### src/rtl/fetch_pkg.sv
// fetch_pkg: shared state encoding and PC-mux select constants for the fetch controller
package fetch_pkg;
    typedef enum logic [1:0] {IDLE, FETCH, HOLD, FAULT} fetch_state_t;
    localparam logic PCSRC_INC    = 1'b0;
    localparam logic PCSRC_BRANCH = 1'b1;
endpackage

### src/rtl/fetch_wait_timer.sv
// fetch_wait_timer: counts cycles spent waiting for imem_ack and flags the last allowed cycle
module fetch_wait_timer #(
    parameter int WAIT_MAX = 16
) (
    input  logic clk,
    input  logic rst,
    input  logic clear,
    input  logic enable,
    output logic expired
);
    localparam int W = (WAIT_MAX > 0) ? $clog2(WAIT_MAX + 1) : 1;
    localparam logic [W-1:0] LAST = W'((WAIT_MAX > 0) ? WAIT_MAX - 1 : 0);
    logic [W-1:0] cnt_q, cnt_d;
    // restart on every FETCH entry, count each waiting cycle
    always_comb cnt_d = clear ? '0 : (enable ? cnt_q + 1'b1 : cnt_q);
    // wait counter register
    always_ff @(posedge clk or negedge rst)
        if (!rst) cnt_q <= '0;
        else      cnt_q <= cnt_d;
    assign expired = (WAIT_MAX > 0) && enable && !clear && (cnt_q == LAST);
endmodule

### src/rtl/fetch_ctrl.sv
// fetch_ctrl: sequences PC updates against a variable-latency imem and the decode handshake
module fetch_ctrl
    import fetch_pkg::*;
#(
    parameter int WAIT_MAX = 16,
    parameter int CNT_W    = 32
) (
    input  logic             clk,
    input  logic             rst,
    output logic             imem_req,
    input  logic             imem_ack,
    output logic             instr_valid,
    input  logic             dec_ready,
    input  logic             branch_take,
    output logic             branch_ack,
    output logic             pc_en,
    output logic             pc_src,
    output logic             fetch_fault,
    output logic [CNT_W-1:0] fetch_count
);
    fetch_state_t     state_q, state_d;
    logic [CNT_W-1:0] count_q, count_d;
    logic             expired;

    fetch_wait_timer #(.WAIT_MAX(WAIT_MAX)) u_timer (
        .clk     (clk),
        .rst     (rst),
        .clear   (state_q != FETCH),
        .enable  (state_q == FETCH),
        .expired (expired)
    );

    // next state, Moore outputs from state, Mealy PC controls on decode acceptance
    always_comb begin
        state_d     = state_q;
        count_d     = count_q;
        imem_req    = 1'b0;
        instr_valid = 1'b0;
        branch_ack  = 1'b0;
        pc_en       = 1'b0;
        pc_src      = PCSRC_INC;
        fetch_fault = 1'b0;
        case (state_q)
            IDLE:  state_d = FETCH;
            FETCH: begin
                imem_req = 1'b1;
                state_d  = imem_ack ? HOLD : (expired ? FAULT : FETCH);
            end
            HOLD: begin
                instr_valid = 1'b1;
                if (dec_ready) begin
                    pc_en      = 1'b1;
                    pc_src     = branch_take ? PCSRC_BRANCH : PCSRC_INC;
                    branch_ack = branch_take;
                    count_d    = count_q + 1'b1;
                    state_d    = FETCH;
                end
            end
            default: fetch_fault = 1'b1;
        endcase
    end

    // state and retired-fetch counter registers
    always_ff @(posedge clk or negedge rst)
        if (!rst) begin
            state_q <= IDLE;
            count_q <= '0;
        end else begin
            state_q <= state_d;
            count_q <= count_d;
        end

    assign fetch_count = count_q;
endmodule

### config.mk
export PLATFORM = sky130hd
export DESIGN_NAME = fetch_ctrl
export DESIGN_NICKNAME = d
export VERILOG_FILES = /design/src/rtl/fetch_pkg.sv /design/src/rtl/fetch_wait_timer.sv /design/src/rtl/fetch_ctrl.sv
export SDC_FILE = /design/constraint.sdc
export NUM_CORES = 1
export LEC_CHECK = 0
export CORE_MARGIN = 1
export CORE_UTILIZATION = 34
export CTS_BUF_LIST = sky130_fd_sc_hd__clkbuf_16
export CTS_CLUSTER_DIAMETER = 120
export CTS_CLUSTER_SIZE = 16
export DETAILED_ROUTE_END_ITERATION = 7
export GPL_ROUTABILITY_DRIVEN = 0
export HOLD_SLACK_MARGIN = 0.15
export SLEW_MARGIN = 20
export SYNTH_ARGS = -nofsm -noshare
export SYNTH_HDL_FRONTEND = slang
export SYNTH_SLANG_ARGS = --single-unit
export TNS_END_PERCENT = 50
### constraint.sdc
create_clock -name clk -period 1.7 [get_ports clk]
set_input_delay 0.425 -clock clk [delete_from_list [all_inputs] [get_ports clk]]
set_output_delay 0.425 -clock clk [all_outputs]
set_load 0.05 [all_outputs]
==> results of run 1 <==
worst max path at each step:
stage / startpoint / end / slack, ps / depth (start not counted)
after floorplan: fetch_count[15]$_DFFE_PN0P_ / fetch_count[22]$_DFFE_PN0P_ / 10 / 4
after global placement: dec_ready / fetch_count[31]$_DFFE_PN0P_ / -270 / 6
after detailed placement: dec_ready / fetch_count[27]$_DFFE_PN0P_ / -320 / 6
after CTS: state_q[0]$_DFFE_PN0P_ / branch_ack / -10 / 3
after global routing: state_q[0]$_DFFE_PN0P_ / branch_ack / -60 / 3
final: state_q[0]$_DFFE_PN0P_ / branch_ack / 4 / 3
synthesized netlist by cell type:
library cell | n | area (um^2)
and4_1 | 2 | 17.5
mux2_2 | 1 | 11.3
nor2_1 | 11 | 41.3
inv_1 | 5 | 18.8
nor3b_2 | 1 | 12.5
ha_1 | 3 | 37.5
nand4_1 | 12 | 75.1
nor4_1 | 1 | 6.26
and3_1 | 4 | 25.0
dfrtp_1 | 39 | 976
and2_1 | 3 | 18.8
nand4_4 | 2 | 42.5
o21ai_0 | 1 | 5.00
and3b_1 | 1 | 8.76
a21oi_1 | 1 | 5.00
nor4_4 | 1 | 21.3
nand4b_2 | 1 | 15.0
xnor2_1 | 26 | 228
o31ai_1 | 1 | 7.51
nor3_1 | 4 | 20.0
nor3_4 | 1 | 16.3
buf_2 | 3 | 15.0
nand3_1 | 16 | 80.1
xor2_1 | 7 | 61.3
nand4b_1 | 2 | 17.5
nor3_2 | 1 | 10.0
nand2_1 | 10 | 37.5
buf_4 | 1 | 7.51
report_power, final:
group	total (uW)	switching (uW)	internal (uW)	leakage, uW
sequential	994	34.8	959	0.000508
combinational	309	161	149	0.000761
clock	865	336	529	0.0000724
layout make-up:
class                      instances  area (um^2)
timing repair buffer              64          975
multi-input combinational        113          825
clock buffer                       5          125
tap                               70         87.6
clock inverter                     3         12.5
inverter                           5         18.8
fill                             423         2130
sequential                        39          995
critical path, stage by stage (launching register included):
cell and delay (ps):
dfrtp_1 410, and3b_2 270, and2_4 180, buf_12 140
routing by layer:
layer | global-route usage, % | up-vias | part of all wire (%)
li1 | - | 694 | -
met1 | 21.1 | 697 | 46
met2 | 24.5 | 49 | 47
met3 | 4.50 | 5 | 5.8
met4 | 4.12 | 0 | 0.81
met5 | 0 | - | 0
cells by family after synthesis:
family                     Yosys count
adders and majority gates            3
DFF                                 39
xor gates and xnor gates            33
and+or+nand+nor                     73
muxes                                1
AOI/OAI and AO/OA                    3
buffers and inverters                9
stage by stage:
step                      util (%)  setup TNS [ps]  total power (uW)  worst slack (ps)
after floorplan                  -               0              1130              11.9
after global placement        55.6           -7250              1320              -270
after detailed placement      55.6           -8290              1320              -323
after CTS                     58.7           -19.5              2190             -10.4
after global routing          58.7            -167              2260             -60.7
final                         58.7               0              2170              4.40
sequential cells by signal, indices dropped and copies added, names as in the netlist:
signal / flops
state_q: 2
fetch_count: 32
u_timer.cnt_q: 5
timing repair:
| item | 4_1_cts | 5_1_grt |
|---|---|---|
| gates cloned | 0 | 0 |
| hold buffers | 1 | 0 |
| resized for setup | 3 | 0 |
| buffers inserted | 2 | 0 |
| hold endpoints to repair | 13 | 0 |
| pin swaps | 1 | 1 |
| endpoints found under the setup margin | 11 | 5 |
==> results.cfg, run 1 <==
[worst_hold_path]
whs_endpoint = fetch_count[31]$_DFFE_PN0P_
whs_path_depth = 1
hp-start = fetch_count[31]$_DFFE_PN0P_
hp-class = register to register

[run_status]
status = complete, no violations

[synthesis]
synth_compound_area_share_pct = 0.953
synth-simple-area-share_pct = 25.3
synth_mux_area_share_pct = 0.613
netlist_instances = 161
yosys_warnings = 0
ys_types = 28
synth-xor-area-share_pct = 15.7
syn_area_mm2 = 0.00184
avgSynthCellArea_um2 = 11.4
ys_seq_area_share_pct = 53.1
synth_top_family_by_area = simple AND/OR/NAND/NOR gates
synth_fp_nets = 169
synthAdderAreaFrac_pct = 2.04
ys_seq_elements = 39

[timing]
finalSetupViolations = 0
hold_violations = 0
finalCritPeriodShare_pct = 99.7
slew_violations = 0
slew_headroom_pct = 71.8
worst_pin_slew_ps = 421
rsz0062_at_grt = true
skew_ps = 7.50
post-route-min-period_ps = 1700
fmax_mhz = 590
holdWs_ps = 467

[grt]
grt_start_max_net_pins = 27
grt_pass1_vias = 1416
grt_pass1_wl_um = 6580
grt_overflow = 0
grt_util_all_layers_pct = 15.6
antenna_found_initial = 0

[floorplanning]
core-area_mm2 = 0.00517
die_y_um = 75.5
start_util_pct = 35.5
row_count = 26
die_area_mm2 = 0.00570
die_x_um = 75.5
io_pins = 43

[critical_path]
ff2ff_path_depth = 6
worst-path-max-fanout = 5
r2r_setup_slack_ps = 130
reg2reg_from = state_q[0]$_DFFE_PN0P_
required_ps = 1270
cp.arrival_ps = 1270
r2r-end = fetch_count[27]$_DFFE_PN0P_
worst_setup_path_end_kind = primary output
critPathKind = register to primary output
cp-start-kind = register

[layout]
diodes = 0
layout_commonest_cell = buf_12
nets = 236
fin_cells = 299
post-route-cell-area_mm2 = 0.00304
final_cell_mix = buf_12 (39), xnor2_1 (26), dfrtp_1 (24)
syn2layout_area_growth_pct = 65.3
layout-drive-gt1-share_pct = 40.2

[flow_run]
maxCapViolations = 0

[detailed_routing]
viasPerCell = 4.83
wl_per_cell_um = 12.8
drc = 0
wirelength_um = 3840
num_vias = 1445
ant_nets = 0
drt_iter0_markers = 97
first_pass_iters = 4

[cts]
clk_pin_slew_ps = 50
clock_sinks = 39
root_buffer = clkbuf_16
cts_buffers = 5
clkLatencyLatePin_ps = 280
cts_tree = built
htree_levels = 2
clock_path_buffers = 2

[placed_design]
place_inst = 288
port_buffers = 42
place.detailed.hpwl_um = 2930
placed_area_mm2 = 0.00288

[power]
p_per_area_mw_per_mm2 = 714
p_leak_uw = 0.00134
vdd_drop_max_mv = 0.629
Note: power is estimated with default switching activity, not from simulation.
==> inputs of run 2 (changes only) <==
- CORE_UTILIZATION: 34 -> 40
- PLACE_DENSITY: unset -> 0.66
==> results.cfg, run 2 (synthesis results as in run 1) <==
[run_status]
status = finished, violations left
failed_checks = setup timing

[timing]
finalSetupViolations = 2
rsz0062_at_grt = true
finalCritPeriodShare_pct = 101
worst_pin_slew_ps = 652
hold_violations = 0
slew_headroom_pct = 56.5
tns_ps = -16.6
post-route-min-period_ps = 1710
skew_ps = 1.17
slew_violations = 0
fmax_mhz = 585
fin_ws_ps = -8.98

[detailed_routing]
met3_length_um = 211
num_vias = 1402
ant_nets = 0
viasPerCell = 5.14
met2_length_um = 1890
drt_iter0_markers = 93
drc = 0
wirelength_um = 3980
dr.max_layer_used = met4
wl_met1_um = 1810
first_pass_iters = 4
wl_per_cell_um = 14.6

[layout]
layout_commonest_cell = buf_12
syn2layout_area_growth_pct = 60.0
final_cell_mix = buf_12 (38), xnor2_1 (26), dfrtp_1 (24)
diodes = 0
regArea_um2 = 995
nFillCells = 332
largest_reg_flops = 32
nets = 228
final_core_util_pct = 67.1
multi_input_area_um2 = 825
layout-drive-gt1-share_pct = 38.5
post-route-cell-area_mm2 = 0.00294

[placed_design]
port_buffers = 42
place.detailed.hpwl_um = 2900
placed_area_mm2 = 0.00279

[floorplanning]
die_y_um = 69.8
start_util_pct = 41.9
die_x_um = 69.8
die_area_mm2 = 0.00487
io_pins = 43
row_count = 24
core-area_mm2 = 0.00438

[flow_run]
maxCapViolations = 0

[cts]
clk_pin_slew_ps = 50
cts_tree = built
htree_levels = 2
clock_sinks = 39
clock_path_buffers = 2
cts_buffers = 5
clkLatencyLatePin_ps = 280
root_buffer = clkbuf_16
postCtsHoldBufs = 0

[power]
fin_total_pwr_uw = 2180
vdd_drop_max_mv = 0.622
p_per_area_mw_per_mm2 = 743
p_leak_uw = 0.00130

[critical_path]
critPathSlowestCell = dfrtp_1
cp.arrival_ps = 1280
ff2ff_path_depth = 6
crit_chain = and3b_2 -> and2_4 -> buf_12
worst-path-max-fanout = 4
cp-start-kind = register
critPathKind = register to primary output
r2r-end = fetch_count[30]$_DFFE_PN0P_
worst_setup_path_end_kind = primary output
required_ps = 1270
crit_start = state_q[0]$_DFFE_PN0P_
crit_end = branch_ack
cp_slowest_stage_delay_ps = 400
r2r_setup_slack_ps = 110
reg2reg_from = state_q[0]$_DFFE_PN0P_

[grt]
grt_overflow = 0
grt_pass1_wl_um = 6730
antenna_found_initial = 0
grt_start_max_net_pins = 30
grt_pass1_vias = 1434
grt_util_all_layers_pct = 17.7

[worst_hold_path]
hp-class = input port to asynchronous set/reset pin
[run 2: metal layers]
layer	vias up	track usage [%]
li1	674	-
met1	678	21.9
met2	41	29.2
met3	9	4.22
met4	0	8.00
met5	-	0
[run 2: what timing repair did]
action                                  in CTS  in global routing
setup buffers                                2                  0
endpoints found under the setup margin      14                  4
resized for setup                            2                  1
pin swaps                                    1                  0
cloned                                       0                  0
[run 2: worst min-delay path by stage]
stage | endpoint | cells past startpoint
after global routing | fetch_count[18]$_DFFE_PN0P_ | 1
after global placement | u_timer.cnt_q[0]$_DFF_PN0_ | 1
after detailed placement | u_timer.cnt_q[0]$_DFF_PN0_ | 1
after floorplan | fetch_count[0]$_DFFE_PN0P_ | 0
final | fetch_count[18]$_DFFE_PN0P_ | 1
after CTS | fetch_count[18]$_DFFE_PN0P_ | 1
[run 2: layout make-up]
cell class | count | area share, %
tap | 52 | 2.21
sequential | 39 | 33.8
timing repair buffer | 56 | 30.6
inverter | 5 | 0.638
clock inverter | 3 | 0.426
multi-input combinational | 113 | 28.0
clock buffer | 5 | 4.26
[run 2: metrics by stage]
step | hold WS [ps] | worst slack, ps | instances
2_1_floorplan | 129 | 11.9 | 161
3_3_place_gp | 445 | -317 | 263
3_5_place_dp | 451 | -335 | 263
4_1_cts | 195 | -11.7 | 273
5_1_grt | 243 | -49.3 | 273
6_report | 166 | -8.98 | 273
[run 2: power by group]
part | leakage (uW) | switching, uW | total (uW) | internal [uW]
Sequential | 0.000508 | 35.4 | 995 | 959
Combinational | 0.000716 | 164 | 312 | 148
Clock | 0.0000762 | 349 | 878 | 529
[run 2: worst max-delay path, delay by kind of cell (launching register included)]
kind | cells | cell delay (ps)
and+or+nand+nor | 2 | 460
DFF | 1 | 400
buffers and inverters | 1 | 140
==> inputs of run 3 (changes only) <==
- PLACE_DENSITY: 0.66 -> 0.69
- clock period: 1.7 -> 1.5 ns (I/O delays scaled with it)
==> results.cfg, run 3 (synthesis results as in run 1) <==
[run_status]
status = finished, violations left
failed_checks = setup timing

[layout]
largest_reg_flops = 32
nets = 250
diodes = 0
final_cell_mix = buf_12 (40), buf_4 (27), dfrtp_2 (25)
final_core_util_pct = 75.1
syn2layout_area_growth_pct = 79.2
layout-drive-gt1-share_pct = 54.7
layout_commonest_cell = buf_12

[grt]
grt_pass1_wl_um = 7640
grt_overflow = 0
grt_start_max_net_pins = 18
grt_util_all_layers_pct = 20.3
grt_pass1_vias = 1597
antenna_found_initial = 0

[timing]
post-route-min-period_ps = 1700
tns_ps = -1840
rsz0062_at_grt = true
finalSetupViolations = 25
worst_pin_slew_ps = 411
fmax_mhz = 587
finalCritPeriodShare_pct = 113
fin_ws_ps = -202
skew_ps = 4.97
slew_headroom_pct = 72.5
hold_violations = 0
slew_violations = 0

[critical_path]
worst-path-max-fanout = 2
required_ps = 1120
crit_start = state_q[1]$_DFFE_PN0P_
worst_setup_path_end_kind = primary output
cp.arrival_ps = 1330
reg2reg_from = state_q[0]$_DFFE_PN0P_
cp-start-kind = register
critPathKind = register to primary output

[cts]
clk_pin_slew_ps = 60
root_buffer = clkbuf_16
clkLatencyLatePin_ps = 280
clock_path_buffers = 2
clock_sinks = 39
htree_levels = 2
cts_buffers = 5
cts_tree = built

[worst_hold_path]
hp-start = u_timer.cnt_q[0]$_DFF_PN0_
hp-class = register to register

[placed_design]
pre_cts_ws_ps = -466
place.detailed.hpwl_um = 3300
port_buffers = 42

[detailed_routing]
viasPerCell = 5.24
wl_per_cell_um = 16.7
num_vias = 1547
drc = 0
ant_nets = 0
wirelength_um = 4910
first_pass_iters = 4
drt_iter0_markers = 118

[flow_run]
maxCapViolations = 0

[power]
vdd_drop_max_mv = 0.820
p_leak_uw = 0.00144
p_per_area_mw_per_mm2 = 774

[floorplanning]
core-area_mm2 = 0.00438
die_x_um = 69.8
io_pins = 43
start_util_pct = 41.9
die_y_um = 69.8
die_area_mm2 = 0.00487
row_count = 24
-- run 3: cell types whose count changed in the layout (fill, tap and decap cells not counted), moves of 3 or more --
cell and change:
dfrtp_2 +10, inv_1 -3, nand3_2 +3, nand3_1 -4, buf_6 +5, buf_4 +13, dfrtp_1 -10
-- run 3: layer usage --
layer | share of wire (%) | global-route usage (%) | wire [um]
met1 | 39 | 23.6 | 1920
met4 | 0.94 | 7.56 | 46
met5 | 0 | 0 | 0
met2 | 55 | 35.3 | 2720
met3 | 4.6 | 5.96 | 227
-- run 3: per-stage QoR --
stage               hold slack [ps]  instances  cell area (um^2)  power (uW)
floorplan                      79.4        161              1910        1300
global placement                305        278              2960        1540
detailed placement              317        278              2960        1550
CTS                             460        292              3190        2560
global route                    490        295              3290        2630
finish                          460        295              3290        2550
-- run 3: report_power, final --
group          internal, uW  switching (uW)
logic                   203             221
registers              1090            31.1
clock network           603             404
-- run 3: area by class of cell --
| class | count | area (um^2) |
|---|---|---|
| Multi-Input combinational cell | 113 | 930 |
| Sequential cell | 39 | 1010 |
| Tap cell | 52 | 65.1 |
| Timing Repair Buffer | 78 | 1130 |
| Inverter | 5 | 23.8 |
| Clock inverter | 3 | 15.0 |
| Fill cell | 278 | 1090 |
| Clock buffer | 5 | 125 |
-- run 3: final timing paths --
kind                                               end  cells past startpoint  slack (ps)
max                                         branch_ack                      4        -200
min                         u_timer.cnt_q[0]$_DFF_PN0_                      1         460
max reg2reg                fetch_count[13]$_DFFE_PN0P_                      7        -140
min reg2reg                 u_timer.cnt_q[0]$_DFF_PN0_                      1         460
max in group asynchronous   fetch_count[1]$_DFFE_PN0P_                      3         370
min in group asynchronous  fetch_count[15]$_DFFE_PN0P_                      2         540
-- run 3: worst max-delay path, cell delays in order (launching register included) --
cell and delay [ps]:
dfrtp_1 400, and3b_2 220, buf_6 120, and2_4 170, buf_12 140
-- run 3: timing repair --
action | 4_1_cts | 5_1_grt
gates cloned | 0 | 1
hold endpoints to repair | 15 | 0
buffers inserted | 5 | 3
pin swaps | 5 | 15
resized for setup | 19 | 12
setup endpoints to repair | 35 | 31
hold buffers | 1 | 0
